`src/rtl/master_output_pkg.sv`:
```
// Shared definitions for the master output sequencer: FSM encoding,
// activation-mode encodings, default geometry and a width helper.
package master_output_pkg;

  typedef enum logic [1:0] {
    ST_IDLE  = 2'd0,
    ST_WRITE = 2'd1,
    ST_DONE  = 2'd2
  } state_t;

  // Activation modes; 1x is reserved and behaves like ACT_NONE.
  localparam logic [1:0] ACT_NONE = 2'b00;
  localparam logic [1:0] ACT_RELU = 2'b01;

  // Default geometry and the widths derived from it.
  localparam int DEF_SYS_ARR_ROWS = 16;
  localparam int DEF_SYS_ARR_COLS = 16;
  localparam int DEF_MAX_OUT_ROWS = 128;
  localparam int DEF_MAX_OUT_COLS = 128;
  localparam int DEF_ADDR_WIDTH   = 8;

  // Counter width for a count of n items; never narrower than one bit.
  function automatic int width_of(input int n);
    return (n > 1) ? $clog2(n) : 1;
  endfunction

  localparam int DEF_NSM = DEF_MAX_OUT_ROWS / DEF_SYS_ARR_ROWS;
  localparam int DEF_NSN = DEF_MAX_OUT_COLS / DEF_SYS_ARR_COLS;
  localparam int DEF_RW  = width_of(DEF_SYS_ARR_ROWS);
  localparam int DEF_CW  = width_of(DEF_SYS_ARR_COLS);

endpackage

```
`src/rtl/output_addr_gen.sv`:
```
// Write-address generator: keeps a registered tile base address that is
// advanced by the stride once per completed tile, and adds the row offset.
module output_addr_gen #(
  parameter int ADDR_WIDTH = 8,
  parameter int RW         = 4
) (
  input  logic                  clk,
  input  logic                  reset,
  input  logic                  load,
  input  logic [ADDR_WIDTH-1:0] base_addr,
  input  logic [ADDR_WIDTH-1:0] stride,
  input  logic                  advance,
  input  logic [RW-1:0]         row_num,
  output logic [ADDR_WIDTH-1:0] addr
);

  logic [ADDR_WIDTH-1:0] tile_base_q;
  logic [ADDR_WIDTH-1:0] stride_q;

  // Tile base: loaded at job start, bumped by the latched stride per tile.
  always_ff @(posedge clk or posedge reset) begin
    if (reset) begin
      tile_base_q <= '0;
      stride_q    <= '0;
    end else if (load) begin
      tile_base_q <= base_addr;
      stride_q    <= stride;
    end else if (advance) begin
      tile_base_q <= tile_base_q + stride_q;
    end
  end

  // Row offset on top of the tile base; wraps modulo 2^ADDR_WIDTH.
  always_comb begin
    addr = tile_base_q + ADDR_WIDTH'(row_num);
  end

endmodule

```
`src/rtl/master_output_sequencer.sv`:
```
// Master output sequencer: walks tiles in row-major order and issues one
// output row per accepted cycle to the output memory.
// Handshake: a row is transferred in any WRITE cycle where wr_ready=1; the
// sequencer presents wr_en/wr_addr combinationally in that same cycle and
// holds every counter when wr_ready=0.
module master_output_sequencer
  import master_output_pkg::*;
#(
  parameter int SYS_ARR_ROWS = DEF_SYS_ARR_ROWS,
  parameter int SYS_ARR_COLS = DEF_SYS_ARR_COLS,
  parameter int MAX_OUT_ROWS = DEF_MAX_OUT_ROWS,
  parameter int MAX_OUT_COLS = DEF_MAX_OUT_COLS,
  parameter int ADDR_WIDTH   = DEF_ADDR_WIDTH,
  localparam int NSM = MAX_OUT_ROWS / SYS_ARR_ROWS,
  localparam int NSN = MAX_OUT_COLS / SYS_ARR_COLS,
  localparam int MW  = width_of(NSM),
  localparam int NW  = width_of(NSN),
  localparam int RW  = width_of(SYS_ARR_ROWS),
  localparam int CW  = width_of(SYS_ARR_COLS)
) (
  input  logic                               clk,
  input  logic                               reset,
  input  logic                               start,
  input  logic [MW-1:0]                      num_submats_m,
  input  logic [NW-1:0]                      num_submats_n,
  input  logic [RW-1:0]                      num_rows_read,
  input  logic [CW-1:0]                      num_cols_read,
  input  logic [1:0]                         act_mode,
  input  logic                               clear_after,
  input  logic [ADDR_WIDTH-1:0]              wr_base_addr,
  input  logic [ADDR_WIDTH-1:0]              wr_stride,
  input  logic                               wr_ready,
  output logic                               busy,
  output logic                               done,
  output logic [MW-1:0]                      submat_row_out,
  output logic [NW-1:0]                      submat_col_out,
  output logic [RW-1:0]                      row_num,
  output logic                               relu_en,
  output logic                               accum_reset,
  output logic [SYS_ARR_COLS-1:0]            wr_en,
  output logic [SYS_ARR_COLS*ADDR_WIDTH-1:0] wr_addr,
  output logic [1:0]                         state_dbg
);

  state_t state_q, state_d;

  logic [MW-1:0] cfg_m, sm_row_q;
  logic [NW-1:0] cfg_n, sm_col_q;
  logic [RW-1:0] cfg_rows, row_q;
  logic [CW-1:0] cfg_cols;
  logic          cfg_relu, cfg_clear;

  logic                    start_ok, issue, last_row, last_tile, tile_done;
  logic [SYS_ARR_COLS-1:0] col_mask;
  logic [ADDR_WIDTH-1:0]   row_addr;

  assign start_ok  = (state_q == ST_IDLE) && start;
  assign issue     = (state_q == ST_WRITE) && wr_ready;
  assign last_row  = (row_q == cfg_rows);
  assign last_tile = (sm_row_q == cfg_m) && (sm_col_q == cfg_n);
  assign tile_done = issue && last_row;

  // FSM state register.
  always_ff @(posedge clk or posedge reset) begin
    if (reset) state_q <= ST_IDLE;
    else       state_q <= state_d;
  end

  // Next state and per-cycle control outputs.
  always_comb begin
    state_d     = state_q;
    busy        = 1'b0;
    done        = 1'b0;
    wr_en       = '0;
    relu_en     = 1'b0;
    accum_reset = 1'b0;
    case (state_q)
      ST_IDLE: begin
        if (start) state_d = ST_WRITE;
      end
      ST_WRITE: begin
        busy = 1'b1;
        if (wr_ready) begin
          wr_en       = col_mask;
          relu_en     = cfg_relu;
          accum_reset = cfg_clear && last_row;
          if (last_row && last_tile) state_d = ST_DONE;
        end
      end
      ST_DONE: begin
        done    = 1'b1;
        state_d = ST_IDLE;
      end
      default: state_d = ST_IDLE;
    endcase
  end

  // Column enable mask: the low (num_cols_read+1) lanes are active.
  always_comb begin
    col_mask = '0;
    for (int i = 0; i < SYS_ARR_COLS; i++) begin
      col_mask[i] = (i <= int'(cfg_cols));
    end
  end

  // Job configuration, captured only when a start is accepted.
  always_ff @(posedge clk or posedge reset) begin
    if (reset) begin
      cfg_m     <= '0;
      cfg_n     <= '0;
      cfg_rows  <= '0;
      cfg_cols  <= '0;
      cfg_relu  <= 1'b0;
      cfg_clear <= 1'b0;
    end else if (start_ok) begin
      cfg_m     <= num_submats_m;
      cfg_n     <= num_submats_n;
      cfg_rows  <= num_rows_read;
      cfg_cols  <= num_cols_read;
      cfg_relu  <= (act_mode == ACT_RELU);
      cfg_clear <= clear_after;
    end
  end

  // Row and tile counters; tile column advances first, then tile row.
  always_ff @(posedge clk or posedge reset) begin
    if (reset) begin
      row_q    <= '0;
      sm_row_q <= '0;
      sm_col_q <= '0;
    end else if (start_ok) begin
      row_q    <= '0;
      sm_row_q <= '0;
      sm_col_q <= '0;
    end else if (issue) begin
      if (last_row) begin
        row_q <= '0;
        if (!last_tile) begin
          if (sm_col_q == cfg_n) begin
            sm_col_q <= '0;
            sm_row_q <= sm_row_q + MW'(1);
          end else begin
            sm_col_q <= sm_col_q + NW'(1);
          end
        end
      end else begin
        row_q <= row_q + RW'(1);
      end
    end
  end

  output_addr_gen #(
    .ADDR_WIDTH (ADDR_WIDTH),
    .RW         (RW)
  ) u_addr_gen (
    .clk       (clk),
    .reset     (reset),
    .load      (start_ok),
    .base_addr (wr_base_addr),
    .stride    (wr_stride),
    .advance   (tile_done && !last_tile),
    .row_num   (row_q),
    .addr      (row_addr)
  );

  assign wr_addr        = {SYS_ARR_COLS{row_addr}};
  assign submat_row_out = sm_row_q;
  assign submat_col_out = sm_col_q;
  assign row_num        = row_q;
  assign state_dbg      = state_q;

endmodule

```
`config.mk`:
```
export PLATFORM = sky130hd
export DESIGN_NAME = master_output_sequencer
export DESIGN_NICKNAME = d
export VERILOG_FILES = /design/src/rtl/master_output_pkg.sv /design/src/rtl/output_addr_gen.sv /design/src/rtl/master_output_sequencer.sv
export SDC_FILE = /design/constraint.sdc
export NUM_CORES = 1
export LEC_CHECK = 0
export BUFFER_PORTS_ARGS = -buffer_cell sky130_fd_sc_hd__buf_2
export CAP_MARGIN = 20
export CORE_MARGIN = 2
export CORE_UTILIZATION = 36
export CTS_CLUSTER_DIAMETER = 40
export DETAILED_ROUTE_END_ITERATION = 7
export MAX_ROUTING_LAYER = met4
export PLACE_DENSITY = 0.76
export SLEW_MARGIN = 20
export SYNTH_ARGS = -nofsm -noshare
export SYNTH_HDL_FRONTEND = slang
export SYNTH_HIERARCHICAL = 1
export SYNTH_SLANG_ARGS = --single-unit
```
`constraint.sdc`:
```
create_clock -name clk -period 2.97 [get_ports clk]
set_input_delay 0.1485 -clock clk [delete_from_list [all_inputs] [get_ports clk]]
set_output_delay 0.1485 -clock clk [all_outputs]
set_load 0.03 [all_outputs]
```
# Word level (Yosys, flattened, before mapping)
# Cells that the tools add are included.
totals:
  regBits: 44
op_classes:
  addsub: 5
  order_cmp: 15
  eq_ne: 10
  mux: 27
  n_reduce_logical: 16
op_table:
  columns: ["cell", "count"]
  rows:
  - ["less-or-equal comparator 4 bit (first input constant)", 8]
  - ["two-way mux 16 bit", 2]
  - ["two-way mux 3 bit", 10]
  - ["less-or-equal comparator 3 x 4 -> 1 bit (first input constant)", 4]
  - ["two-way mux 8 bit", 2]
  - ["two-way mux 4 bit", 3]
  - ["adder 8 x 4 -> 8 bit", 1]
  - ["adder 8 bit", 1]
  - ["less-or-equal comparator 2 x 4 -> 1 bit (first input constant)", 2]
  - ["nonzero test 2 bit", 4]
  - ["logical AND 1 bit", 7]
  - ["adder 3 x 1 -> 3 bit (second input constant)", 2]
  - ["== test 3 bit", 2]
  - ["two-way mux 1 bit", 6]
  - ["two-way mux 2 bit", 3]
  - ["!= test 2 bit (second input constant)", 3]
  - ["AND reduction 3 bit", 2]
  - ["adder 4 x 1 -> 4 bit (second input constant)", 1]
  - ["== test 2 x 1 -> 1 bit (second input constant)", 2]
  - ["== test 4 bit", 1]
  - ["less-or-equal comparator 1 x 4 -> 1 bit (first input constant)", 1]
  - ["case mux 2 bit (2 select lines)", 1]
  - ["AND reduction 4 bit", 1]
  - ["== test 2 bit (second input constant)", 1]
  - ["other kinds (3)", 3]

# Depth between registers and ports, before layout
depth:
  word_depth: 6
  mapped_depth: 9

# Cells and area by module
# The synthesis kept the hierarchy.
by_module_without_submodules:
  columns: ["module", "n_inst", "cells_per_inst", "area_per_inst_um2", "seq_area_each_um2"]
  rows:
  - ["master_output_sequencer", 1, 302, 2436.1, 700.7]
  - ["output_addr_gen", 1, 128, 1224.9, 400.4]

# Least setup slack after synthesis
# Ideal clock, no wire load.
synth_timing:
  path_type: "register to output"
  from: "register row_q[0], in the netlist row_num[0]"
  to: "output port wr_addr[102]"
  arrival_time_ps: 3042
  setup_slack_ps: -221
  path_stages_with_launch: 10
  path_buffers: 1
  cell_sequence: "dfrtp_1 -> ha_1 -> inv_1 -> fa_1 -> nor2b_1 -> o21ai_0 -> nand2b_1 -> nand3_1 -> xnor2_1 -> buf_4"
synth_between:
  elab_chain_cells: 1
synth_lines:
  columns: ["item", "line", "rtl"]
  rows:
  - ["from (decl)", "master_output_sequencer.sv:49", "logic [RW-1:0] cfg_rows, row_q;"]
  - ["from (signal assigned)", "master_output_sequencer.sv:147", "row_q <= row_q + RW'(1);"]
  - ["adder 8 x 4 -> 8 bit", "output_addr_gen.sv:35", "addr = tile_base_q + ADDR_WIDTH'(row_num);"]
  - ["to (decl)", "master_output_sequencer.sv:41", "output logic [SYS_ARR_COLS*ADDR_WIDTH-1:0] wr_addr,"]
# Every way passes these cells.

# Worst setup path in the final report
layout_timing:
  from: "register row_q[0], in the netlist row_num[0]"
  to: "output port wr_addr[46]"
# The elaborated chain is that of the path after synthesis.

==> summary.md <==
| Metric | Value |
|---|---|
| Nets | `558` |
| Die Y | `105 µm` |
| Avg WL per Cell | `12.6 µm` |
| Clk sinks | `between 40 and 50` |
| Die width | `~100 µm` |
| Vias post-DR | `2,971` |
| Largest net degree at the start of global routing | `29` |
| Global-route usage over all layers | `0.144` |
| Antenna violations before repair | `0` |
| Syn_area_per_cell | `8.51 µm²` |
| Vias/cell | `4.65` |
| Syn_nets | `483` |
| Max Fclk | `around 360 MHz` |
| Synth async-reset ratio | `1.00` |
| RSZ-0062 raised after global routing | `false` |
| Final instance area | `0.00401 mm²` |
| Final wirelength | `8.07 mm` |
| Fin crit share | `0.934` |
| Initial core utilization | `0.373` |
| Share of layout cells above drive strength 1 | `0.458` |
| WS Path Type | `flip-flop to output port` |
| Placed inst area | `0.00388 mm²` |
| Cell Rows | `36` |
| Count of pins over their slew limit | `0` |
| YS warnings | `6` |
| Post-layout min period | `2.77 ns` |
| EDFF count, synth | `0` |
| Vias in the first global route | `2,642` |
| Setup crit start kind | `flip-flop` |
| CP required | `2.82 ns` |
| Final hold viol count | `0` |
| Crit path arrival time | `2.62 ns` |
| Grt ovf | `0` |
| Drc violations | `0` |
| Worst Skew | `between 0.007 and 0.008 ns` |
| DIE AREA | `0.0110 mm²` |
| HPWL after DPL | `6.19 mm` |
| Run status | `finished clean` |
| Initial DRC count | `82` |
| Cts bufs inserted | `5` |
| TritonRoute pass-1 iters | `4` |
| ANT nets after route | `0` |
| Global-route wire length before repair | `12.7 mm` |
| Mapped Area | `0.00366 mm²` |
| Worst skew pair latency | `0.30 ns` |
| Core area | `between 0.009 and 0.01 mm²` |
| Post-Synthesis Cells | `430` |
| # setup viols final | `0` |
| Num ports | `197` |
| Worst reg-to-reg path cell count | `8` |
| Slew margin rel. | `0.378` |
| CP Capture Type | `output port` |
| Crit-path max FO | `16` |
| CTS HTree Levels | `2` |
| Gpl congestion | `a little over 0.8` |
| Clock buffer depth | `2` |
| Hold Path Class | `input pin to flip-flop` |
| Root Buffer | `clkbuf_8` |
| Yosys reg bits | `44` |
| Worst-margin pin slew | `0.927 ns` |
| Layout area overhead | `9.57%` |
| Max Cap Violations | `0` |
| Sequential area share after synthesis | `0.301` |
| Top FF cell, synth | `dfrtp_1` |
| Antenna diodes | `0` |
| Clk slew on worst S/H paths | `approximately 0.08 ns` |
| Worst hold stages | `3` |
| Port Buffers | `between 150 and 200` |
| Yosys cell types | `54` |
| Setup TNS | `0 ns` |
| CTS tree | `yes` |
-- final timing paths --
| path | endpoint | from | slack (ns) |
|---|---|---|---|
| setup / recovery | wr_addr[46] | row_num[0]$_DFFE_PP0P_ | 0.20 |
| hold / removal | cfg_cols[2]$_DFFE_PP0P_ | num_cols_read[2] | 0.04 |
| setup reg to reg | u_addr_gen/tile_base_q[5]$_DFFE_PP0P_ | row_num[2]$_DFFE_PP0P_ | 0.59 |
| hold reg to reg | cfg_relu$_DFFE_PP0P_ | cfg_relu$_DFFE_PP0P_ | 0.47 |
| max in group asynchronous | u_addr_gen/tile_base_q[1]$_DFFE_PP0P_ | reset | 2.05 |
| min in group asynchronous | submat_col_out[1]$_DFFE_PP0P_ | reset | 0.49 |
-- cells in the mapped netlist (2+ instances only) --
cell type | number | area (µm²)
nor2_1 | 17 | 63.8
nor4b_1 | 2 | 17.5
clkbuf_1 | 10 | 37.5
dfrtp_1 | 44 | 1100
nand4_1 | 2 | 12.5
nor2b_1 | 8 | 50.1
o21a_1 | 2 | 15.0
nand2b_1 | 3 | 18.8
ha_1 | 14 | 175
o21bai_1 | 2 | 15.0
nand2_1 | 75 | 282
buf_6 | 4 | 45.0
a21oi_1 | 14 | 70.1
xor2_1 | 7 | 61.3
nor3b_1 | 4 | 30.0
or3_1 | 2 | 12.5
nor4_1 | 2 | 12.5
a2bb2oi_1 | 2 | 17.5
a211oi_1 | 2 | 15.0
a21o_1 | 3 | 22.5
buf_4 | 120 | 901
nand3b_1 | 3 | 22.5
o21ai_0 | 14 | 70.1
fa_1 | 2 | 40.0
mux2i_1 | 5 | 50.1
a31oi_1 | 2 | 12.5
inv_1 | 14 | 52.6
xnor2_1 | 9 | 78.8
mux2_2 | 7 | 78.8
nand3_1 | 5 | 25.0
nor3_1 | 7 | 35.0
-- layout by cell type (no fill, tap or decap), drive strengths merged, types with 2 or more instances in the layout --
cell | netlist | layout
ha | 14 | 14
xor2 | 7 | 7
nor3 | 8 | 8
o21a | 2 | 2
clkinv | 0 | 2
a31oi | 2 | 2
nand4 | 2 | 2
or3 | 3 | 3
nor2b | 8 | 8
dfrtp | 44 | 44
xnor2 | 9 | 9
and4 | 2 | 2
nand2 | 75 | 75
nor2 | 17 | 17
buf | 124 | 201
o21bai | 2 | 2
nor3b | 4 | 4
and3 | 2 | 2
mux2 | 7 | 7
a21o | 3 | 3
nand2b | 3 | 3
nand3b | 4 | 4
mux2i | 5 | 5
a211oi | 3 | 3
inv | 14 | 14
a2bb2oi | 2 | 2
nor4b | 2 | 2
o31a | 2 | 2
or4 | 2 | 2
fa | 2 | 2
o21ai | 15 | 15
clkbuf | 10 | 6
nor4 | 2 | 2
a21oi | 14 | 14
nand3 | 5 | 5
-- kinds of logic after synthesis --
logic type,count (synthesis),synth area share
adders and majority gates,16,0.0588
AOI/OAI and AO/OA,51,0.0899
muxes,12,0.0352
buffers and inverters,148,0.283
and+or+nand+nor,143,0.194
xor gates and xnor gates,16,0.0383
DFF,44,0.301
-- flip-flops by register name, indices dropped and copies added (netlist names) --
signal,count
cfg_clear,1
cfg_cols,4
cfg_m,3
cfg_n,3
cfg_relu,1
cfg_rows,4
row_num,4
state_dbg,2
submat_col_out,3
submat_row_out,3
u_addr_gen/stride_q,8
u_addr_gen/tile_base_q,8
-- through the flow --
step           utilization  setup WS [ns]  std cells  hold WS [ns]
5_1_grt              0.409         0.0258        639        0.0438
6_report             0.409          0.197        639        0.0351
2_1_floorplan            -         0.0686        430        0.0622
4_1_cts              0.406         0.0615        639        0.0320
3_5_place_dp         0.395          0.397        630         0.277
3_3_place_gp         0.395          0.518        630         0.261
-- metal layers --
metal / wire, µm / share of wire / GRT usage / vias to the layer above
met5: 0 / 0 / - / -
met4: 25 / 0.0031 / 0.0171 / 0
met3: 669 / 0.083 / 0.0293 / 4
met2: 4080 / 0.51 / 0.261 / 144
met1: 3290 / 0.41 / 0.169 / 1374
li1: - / - / - / 1449
-- cell type report --
cell class	instances	area (µm²)
Clock buffer	6	82.6
Clock inverter	2	10.0
Fill cell	1004	5810
Inverter	14	52.6
Multi-Input combinational cell	238	1570
Sequential cell	44	1100
Tap cell	133	166
Timing Repair Buffer	202	1030
-- critical path: stages, from the launching register on --
cell and delay (ns):
dfrtp_1 0.48, ha_1 0.24, inv_1 0.06, fa_1 0.40, nor2b_1 0.11, o21ai_0 0.08, nand2b_1 0.14, nand3_1 0.19
xnor2_4 0.36, buf_2 0.27
-- timing repair --
| action | CTS | global route |
|---|---|---|
| hold buffers | 1 | 0 |
| setup buffers | 0 | 0 |
| resized for setup | 0 | 3 |
| endpoints found under the setup margin | 0 | 48 |
| endpoints found under the hold margin | 16 | 0 |
Power is not shown: default switching activity piles up to over one toggle a cycle in this logic, so the estimate is an artifact.
